### config.mk
export PLATFORM = sky130hd
export DESIGN_NAME = fifo_arbiter
export DESIGN_NICKNAME = d
export VERILOG_FILES = /design/src/rtl/fifo_arbiter_pkg.sv /design/src/rtl/tagged_fifo.sv /design/src/rtl/fifo_arbiter.sv
export SDC_FILE = /design/constraint.sdc
export NUM_CORES = 1
export LEC_CHECK = 0
export BUFFER_PORTS_ARGS = -buffer_cell sky130_fd_sc_hd__buf_2
export CAP_MARGIN = 20
export CORE_MARGIN = 1.5
export CORE_UTILIZATION = 53
export DETAILED_ROUTE_END_ITERATION = 12
export GPL_TIMING_DRIVEN = 0
export PLACE_DENSITY = 0.87
export SLEW_MARGIN = 20
export SYNTH_ARGS = -nofsm -noshare
export SYNTH_HDL_FRONTEND = slang
export SYNTH_SLANG_ARGS = --single-unit
### constraint.sdc
create_clock -name clk -period 4 [get_ports clk]
set_clock_uncertainty 0.15 [all_clocks]
set_input_delay 0.8 -clock clk [delete_from_list [all_inputs] [get_ports clk]]
set_output_delay 0.8 -clock clk [all_outputs]
set_load 0.02 [all_outputs]
### src/rtl/fifo_arbiter_pkg.sv
// Shared definitions for the round-robin arbitrated FIFO: parameter defaults,
// a constant-friendly log2 helper and the stored entry layout.
package fifo_arbiter_pkg;

    localparam int DEF_NUM_REQ    = 4;
    localparam int DEF_DATA_WIDTH = 8;
    localparam int DEF_DEPTH      = 4;

    function automatic int clog2(input int value);
        int result;
        result = 0;
        for (int i = 0; i < 32; i++) begin
            if ((1 << result) < value) begin
                result = result + 1;
            end
        end
        return result;
    endfunction

    localparam int DEF_SRC_WIDTH = clog2(DEF_NUM_REQ);

    // Each entry remembers which requester pushed it, packed above the payload.
    typedef struct packed {
        logic [DEF_SRC_WIDTH-1:0]  src;
        logic [DEF_DATA_WIDTH-1:0] data;
    } entry_t;

endpackage

### src/rtl/tagged_fifo.sv
// Register-array FIFO with extra-MSB pointers; the head is read combinationally.
module tagged_fifo
    import fifo_arbiter_pkg::*;
#(
    parameter int WIDTH = DEF_SRC_WIDTH + DEF_DATA_WIDTH,
    parameter int DEPTH = DEF_DEPTH
) (
    input  logic                     clk,
    input  logic                     reset,
    input  logic                     push,
    input  logic [WIDTH-1:0]         wr_data,
    input  logic                     pop,
    output logic [WIDTH-1:0]         rd_data,
    output logic                     empty,
    output logic                     full,
    output logic [clog2(DEPTH):0]    count
);

    localparam int ADDR_W = clog2(DEPTH);
    localparam int PTR_W  = ADDR_W + 1;

    logic [PTR_W-1:0] wr_ptr_q, wr_ptr_d;
    logic [PTR_W-1:0] rd_ptr_q, rd_ptr_d;
    logic [WIDTH-1:0] mem_q [DEPTH];
    logic [WIDTH-1:0] mem_d [DEPTH];
    logic             do_push;
    logic             do_pop;

    always_comb begin
        empty   = (wr_ptr_q == rd_ptr_q);
        full    = (wr_ptr_q[PTR_W-1] != rd_ptr_q[PTR_W-1]) &&
                  (wr_ptr_q[ADDR_W-1:0] == rd_ptr_q[ADDR_W-1:0]);
        count   = wr_ptr_q - rd_ptr_q;
        rd_data = mem_q[rd_ptr_q[ADDR_W-1:0]];
        do_push = push && !full;
        // Pop is gated on the pre-push state, so an empty FIFO never bypasses.
        do_pop  = pop && !empty;
        wr_ptr_d = do_push ? wr_ptr_q + PTR_W'(1) : wr_ptr_q;
        rd_ptr_d = do_pop  ? rd_ptr_q + PTR_W'(1) : rd_ptr_q;
        mem_d = mem_q;
        if (do_push) begin
            mem_d[wr_ptr_q[ADDR_W-1:0]] = wr_data;
        end
    end

    always_ff @(posedge clk) begin
        if (!reset) begin
            wr_ptr_q <= '0;
            rd_ptr_q <= '0;
        end else begin
            wr_ptr_q <= wr_ptr_d;
            rd_ptr_q <= rd_ptr_d;
        end
    end

    // Storage is deliberately not cleared by reset; pointers alone define validity.
    always_ff @(posedge clk) begin
        if (reset) begin
            mem_q <= mem_d;
        end
    end

endmodule

### src/rtl/fifo_arbiter.sv
// Round-robin arbiter feeding a shared tagged FIFO; the winner's index is stored
// with its payload so the consumer knows where each entry came from.
module fifo_arbiter
    import fifo_arbiter_pkg::*;
#(
    parameter int NUM_REQ    = DEF_NUM_REQ,
    parameter int DATA_WIDTH = DEF_DATA_WIDTH,
    parameter int DEPTH      = DEF_DEPTH
) (
    input  logic                          clk,
    input  logic                          reset,
    input  logic [NUM_REQ-1:0]            io_in_valid,
    input  logic [NUM_REQ*DATA_WIDTH-1:0] io_in_data,
    output logic [NUM_REQ-1:0]            io_in_ready,
    output logic                          io_out_valid,
    output logic [DATA_WIDTH-1:0]         io_out_data,
    output logic [clog2(NUM_REQ)-1:0]     io_out_src,
    input  logic                          io_out_ready,
    output logic [clog2(DEPTH):0]         io_count
);

    localparam int SRC_W   = clog2(NUM_REQ);
    localparam int ENTRY_W = SRC_W + DATA_WIDTH;

    logic [SRC_W-1:0]      ptr_q, ptr_d;
    logic [SRC_W-1:0]      grant_idx;
    logic [SRC_W-1:0]      cand;
    logic                  grant_found;
    logic [DATA_WIDTH-1:0] grant_data;
    logic                  push;
    logic                  fifo_empty;
    logic                  fifo_full;
    logic [ENTRY_W-1:0]    head;

    // Search upward from ptr; SRC_W-bit addition wraps because NUM_REQ is a power of two.
    always_comb begin
        grant_idx   = '0;
        grant_found = 1'b0;
        cand        = '0;
        for (int k = 0; k < NUM_REQ; k++) begin
            cand = ptr_q + SRC_W'(k);
            if (!grant_found && io_in_valid[cand]) begin
                grant_found = 1'b1;
                grant_idx   = cand;
            end
        end
    end

    always_comb begin
        grant_data  = '0;
        io_in_ready = '0;
        for (int i = 0; i < NUM_REQ; i++) begin
            if (grant_idx == SRC_W'(i)) begin
                grant_data     = io_in_data[i*DATA_WIDTH +: DATA_WIDTH];
                io_in_ready[i] = grant_found && !fifo_full;
            end
        end
        push  = |io_in_ready;
        ptr_d = push ? grant_idx + SRC_W'(1) : ptr_q;
    end

    always_ff @(posedge clk) begin
        if (!reset) begin
            ptr_q <= '0;
        end else begin
            ptr_q <= ptr_d;
        end
    end

    tagged_fifo #(
        .WIDTH (ENTRY_W),
        .DEPTH (DEPTH)
    ) u_fifo (
        .clk     (clk),
        .reset   (reset),
        .push    (push),
        .wr_data ({grant_idx, grant_data}),
        .pop     (io_out_ready),
        .rd_data (head),
        .empty   (fifo_empty),
        .full    (fifo_full),
        .count   (io_count)
    );

    always_comb begin
        io_out_valid = !fifo_empty;
        io_out_src   = head[ENTRY_W-1 -: SRC_W];
        io_out_data  = head[DATA_WIDTH-1:0];
    end

endmodule

* After elaboration in Yosys (flattened, before gate mapping) *
Index checks and enable logic that the tools add are counted.

storage, ports and cells
  memories = 0
  bits in read-only memories = 0
  word-level logic and storage cells = 75
  bits in writable memories = 0
  latch bits = 0
  bits in registers = 48
  bits of input ports = 39
  output and inout port bits = 18

operators by class
  reductions and logical operators = 16
  eq/ne operators = 6
  $add $sub $neg = 7
  divide/modulo/power cells = 0
  muxes and demuxes = 30
  $lt $le $gt $ge = 7
  shift-type cells = 0
  bitwise operators = 2
  $mul = 0

operators by type and width
  cell                 count
  $bwmux 40            1
  $mux 8               4
  $mux 10              3
  $bmux 10 s2          1
  $demux 10 s2         1
  $lt 2x3->1 const B   4
  $mux 1               12
  $bmux 1 s2           4
  $logic_and 1x1->1    8
  $mux 2               4
  $add 3x1->3 const B  2
  $ge 3x3->1 const B   2
  $not 2->3            2
  $logic_not 1->1      5
  $add 2x1->2 const B  2
  $add 2x2->2 const B  2
  $eq 2x2->1 const B   2
  $reduce_or 4->1      1
  $eq 3x3->1           1
  $lt 3x1->1 const B   1
  $sub 3x3->3          1
  $eq 2x1->1 const B   1
  $eq 2x2->1           1
  $logic_not 2->1      1
  2 further kinds      2

* Depth between registers and ports, before layout *
  depth in word-level cells = 18
  depth in mapped cells = 11
  depth with buffers taken out = 9

* Hierarchy *
A second synthesis with hierarchy kept.

second synthesis, totals
  cell total of the unflattened synthesis = 196
  area, all modules = 2529.9 µm²

modules (own cells, without submodules)
  module        instances  area an instance (µm²)  cells each  seq. area each (µm²)
  tagged_fifo   1          2001.9                  122         1321.3
  fifo_arbiter  1          528.0                   74          40.0

* Least setup slack after synthesis *
Ideal clock, no wire load.

  path kind = in2out
  start = input io_in_valid[2]
  end = output io_in_ready[1]
  stages = 7
  arrival = 2194 ps
  path buffers = 1
  slack = 856 ps
  data required time = 3050 ps
  path through = mux2i_1 > nor2_1 > a311o_1 > inv_1 > ha_1 > clkbuf_1 > and2_1

on the way
  word-level cells in the longest chain between the ends = 14
  elaborated cells on any way between the ends = 25
  those cells by class = eq/ne (1); mux (17); reduce/logical (7)

ends and longest elaborated chain
  element                       line                text
  start, declared               fifo_arbiter.sv:12  input logic [NUM_REQ-1:0] io_in_valid,
  $bmux 1 s2                    fifo_arbiter.sv:42  if (!grant_found && io_in_valid[cand]) begin
  $mux 1 (not written as such)  fifo_arbiter.sv:42
  $mux 1                        fifo_arbiter.sv:42
  $logic_not 1->1               fifo_arbiter.sv:42
  $logic_and 1x1->1             fifo_arbiter.sv:42
  $mux 1                        fifo_arbiter.sv:42
  $logic_not 1->1               fifo_arbiter.sv:42
  $logic_and 1x1->1             fifo_arbiter.sv:42
  $mux 1                        fifo_arbiter.sv:42
  $logic_not 1->1               fifo_arbiter.sv:42
  $logic_and 1x1->1             fifo_arbiter.sv:42
  $mux 2 *                      fifo_arbiter.sv:42
  via grant_idx[0]              fifo_arbiter.sv:26  logic [SRC_W-1:0] grant_idx;
  $eq 2x1->1 *                  fifo_arbiter.sv:53  if (grant_idx == SRC_W'(i)) begin
  $mux 1 *                      fifo_arbiter.sv:53
  end, declared                 fifo_arbiter.sv:14  output logic [NUM_REQ-1:0] io_in_ready,

Mark *: on every way through the listed nets, which the timed path passes. The rest lies on a longest branch. The select of a mux whose other input is x is not followed.

* Worst setup path after layout *
  start = input io_in_valid[0]
  end = output io_in_ready[1]

The elaborated chain is that of the path after synthesis.

==> out/summary.txt <==
status: complete, no violations
largest area contributor in the netlist: edfxtp_1
DRC: 0
Tot GR Track Use: 0.196
Clk Latency, worst-skew pair: 290 ps
Initial Util: 0.555
cell family with most CP delay: buffers and inverters
largest net degree at the start of global routing: 15
most common cell after layout, fill and taps aside: buf_2
clock-pin transition on the worst setup and hold timing paths: 80 ps
Die ar.: 5000 um^2
post-layout min period: 3650 ps
CP max stage delay: 380 ps
fin crit share: 0.913
Post-DRT Antenna Nets: 0
# clock sinks: 48
vias per std cell: 5.39
flops & latches, synth: 48
share of the synthesized area in the top cell type: 0.494
Synth Instances: 193
fraction of layout cells with a size suffix above 1: 0.313
CORE AREA: 4380 um^2
Slew HR: 0.623
final core utilization: 0.652
most frequent cells in the layout: 58 x buf_2, 40 x edfxtp_1, 28 x nand2_1
maxcap violations: 0
wire per inst: 15.1 um
Die Width: 70.7 um
Vias: 1660
register area share after synthesis: 0.560
most used cell along the critical path: buf_2
Critical Path AT: 2700 ps
Placed Instances: 301
CTS tree: built
chip height: 70.7 um
initial antenna violation count: 0
Crit Path Category: in2out
global-route wire length before repair: 7.62 mm
Synth area leaders: edfxtp_1 49%, mux4_2 9.3%, dfxtp_1 6.6%, ha_1 5.1%, nand2_1 4.3%
CTS H-Tree Depth: 2
P_leak: 1.14 nW
Tot Pwr: 1.90 mW
RSZ-0062 raised after global routing: false
Root Buffer Master: clkbuf_8
cts hold-fix bufs: 0
max-slew violation count: 0
syn avg cell area: 12.6 um^2
filler cell count: 333
Top FF cell, synth: edfxtp_1
layout net count: 306
total gr overflow: 0
CP Capture Type: output pin
crit path max fanout: 10
Setup Buffers After CTS: 0
Post-synth EDFFs: 40
Async SR Flop Fraction: 0
worst path cell trace: buf_2 > mux2i_1 > nor2_1 > a311o_1 > inv_1 > ha_1 > clkbuf_1 > and2_1 > buf_2
dpl ws: 351 ps
Synth warnings: 0
Peak VDD IR: 0.000418 V
DR pass1 iterations: 4
antenna diode count: 0
Layout Cells excl Fill: 308
vias in the first global route: 1654
Hold Vio Cnt, Final: 0
Synth Net Count: 243
# IOs: 57
Port Buffers: 56
Cell Rows: 24
synth unique cells: 32
PwrDens: 665 nW/um^2
Detailed Place HPWL: 3.46 mm
Gates resized, CTS repair: 0
Clock Path Buffers: 2
multi-input logic area: 965 um^2
CP max-delay cell: a311o_1
crit path launch type: input port
DRC violation total after the first TritonRoute iteration: 74
synthesis-to-finish area growth: 17.6%
FF/Latch Area: 1360 um^2
worst path buffer plus inverter count: 4
post-synthesis instance area: 2430 um^2
Hold WC Path Type: reg2reg
Fmax: 0.274 GHz
CP Data Required Time: 3050 ps
Slew @ Worst Pin: 560 ps
# setup viols final: 0
RD Place Congestion: 0.812
post-route setup slack: 347 ps
total CTS buffers: 5
WL final: 4.64 mm
setup_tns: 0 ps
flip-flops by register name, summed over array words and instances (netlist names):
| signal | count |
|---|---|
| ptr_q | 2 |
| u_fifo.mem_q | 40 |
| u_fifo.rd_ptr_q | 3 |
| u_fifo.wr_ptr_q | 3 |
path summary, 6_finish.rpt:
| kind | from | endpoint | slack [ps] | cells after the start |
|---|---|---|---|---|
| max | io_in_valid[0] | io_in_ready[1] | 350 | 9 |
| min | u_fifo.wr_ptr_q[0] | u_fifo.wr_ptr_q[0] | 360 | 2 |
| max reg2reg | u_fifo.rd_ptr_q[1] | u_fifo.mem_q[4] | 780 | 7 |
| min reg2reg | u_fifo.wr_ptr_q[0] | u_fifo.wr_ptr_q[0] | 360 | 2 |
cell usage after synthesis, types with 3 or more instances:
master,instances
ha_1,10
xnor2_1,4
dfxtp_1,8
and3_1,4
nand3_1,4
buf_6,3
inv_1,9
mux2i_1,6
a21oi_1,19
mux4_2,10
nor2_1,3
and2_1,6
edfxtp_1,40
clkbuf_1,5
nand3b_1,8
o21ai_0,8
nand2_1,28
o21a_1,3
where the power goes:
group	total, mW	leakage, nW	switching, mW	internal [mW]
Sequential	0.756	0.435	0.0450	0.711
Combinational	0.879	0.663	0.524	0.355
Clock	0.266	0.0400	0.147	0.118
area by class of cell:
| cell class | count | area share |
|---|---|---|
| Clock buffer | 5 | 0.0241 |
| Sequential cell | 48 | 0.476 |
| Tap cell | 52 | 0.0228 |
| Multi-Input combinational cell | 124 | 0.338 |
| Timing Repair Buffer | 56 | 0.0981 |
| Inverter | 10 | 0.0136 |
| Clock inverter | 2 | 0.00438 |
| Buffer | 11 | 0.0232 |
through the flow:
stage | hold slack [ps] | cell area (um^2)
6_report | 360 | 2860
5_1_grt | 387 | 2860
4_1_cts | 361 | 2860
3_5_place_dp | 350 | 2780
3_3_place_gp | 332 | 2780
2_1_floorplan | 311 | 2430
worst reg2reg max path, cell delays in order, from the launching register on:
cell     delay [ps]
dfxtp_1         460
buf_1           470
inv_1            90
ha_1            340
a32oi_1         460
o21a_1          210
buf_6           130
and4_1          540
routing by layer:
| layer | vias up | routed length [um] | GRT usage | share of wire |
|---|---|---|---|---|
| met5 | - | 0 | 0 | 0 |
| met4 | 0 | 69 | 0.0797 | 0.015 |
| met3 | 6 | 204 | 0.0313 | 0.044 |
| met2 | 57 | 2210 | 0.321 | 0.48 |
| met1 | 770 | 2160 | 0.263 | 0.46 |
| li1 | 827 | - | - | - |
logic make-up after synthesis:
group,count (synthesis),share of synthesized area
AOI/OAI and AO/OA,36,0.0865
buffers and inverters,21,0.0432
muxes,16,0.117
xor gates and xnor gates,5,0.0180
DFF,48,0.560
and+or+nand+nor,56,0.115
adders and majority gates,11,0.0597
(Power assumes the default switching activity.)
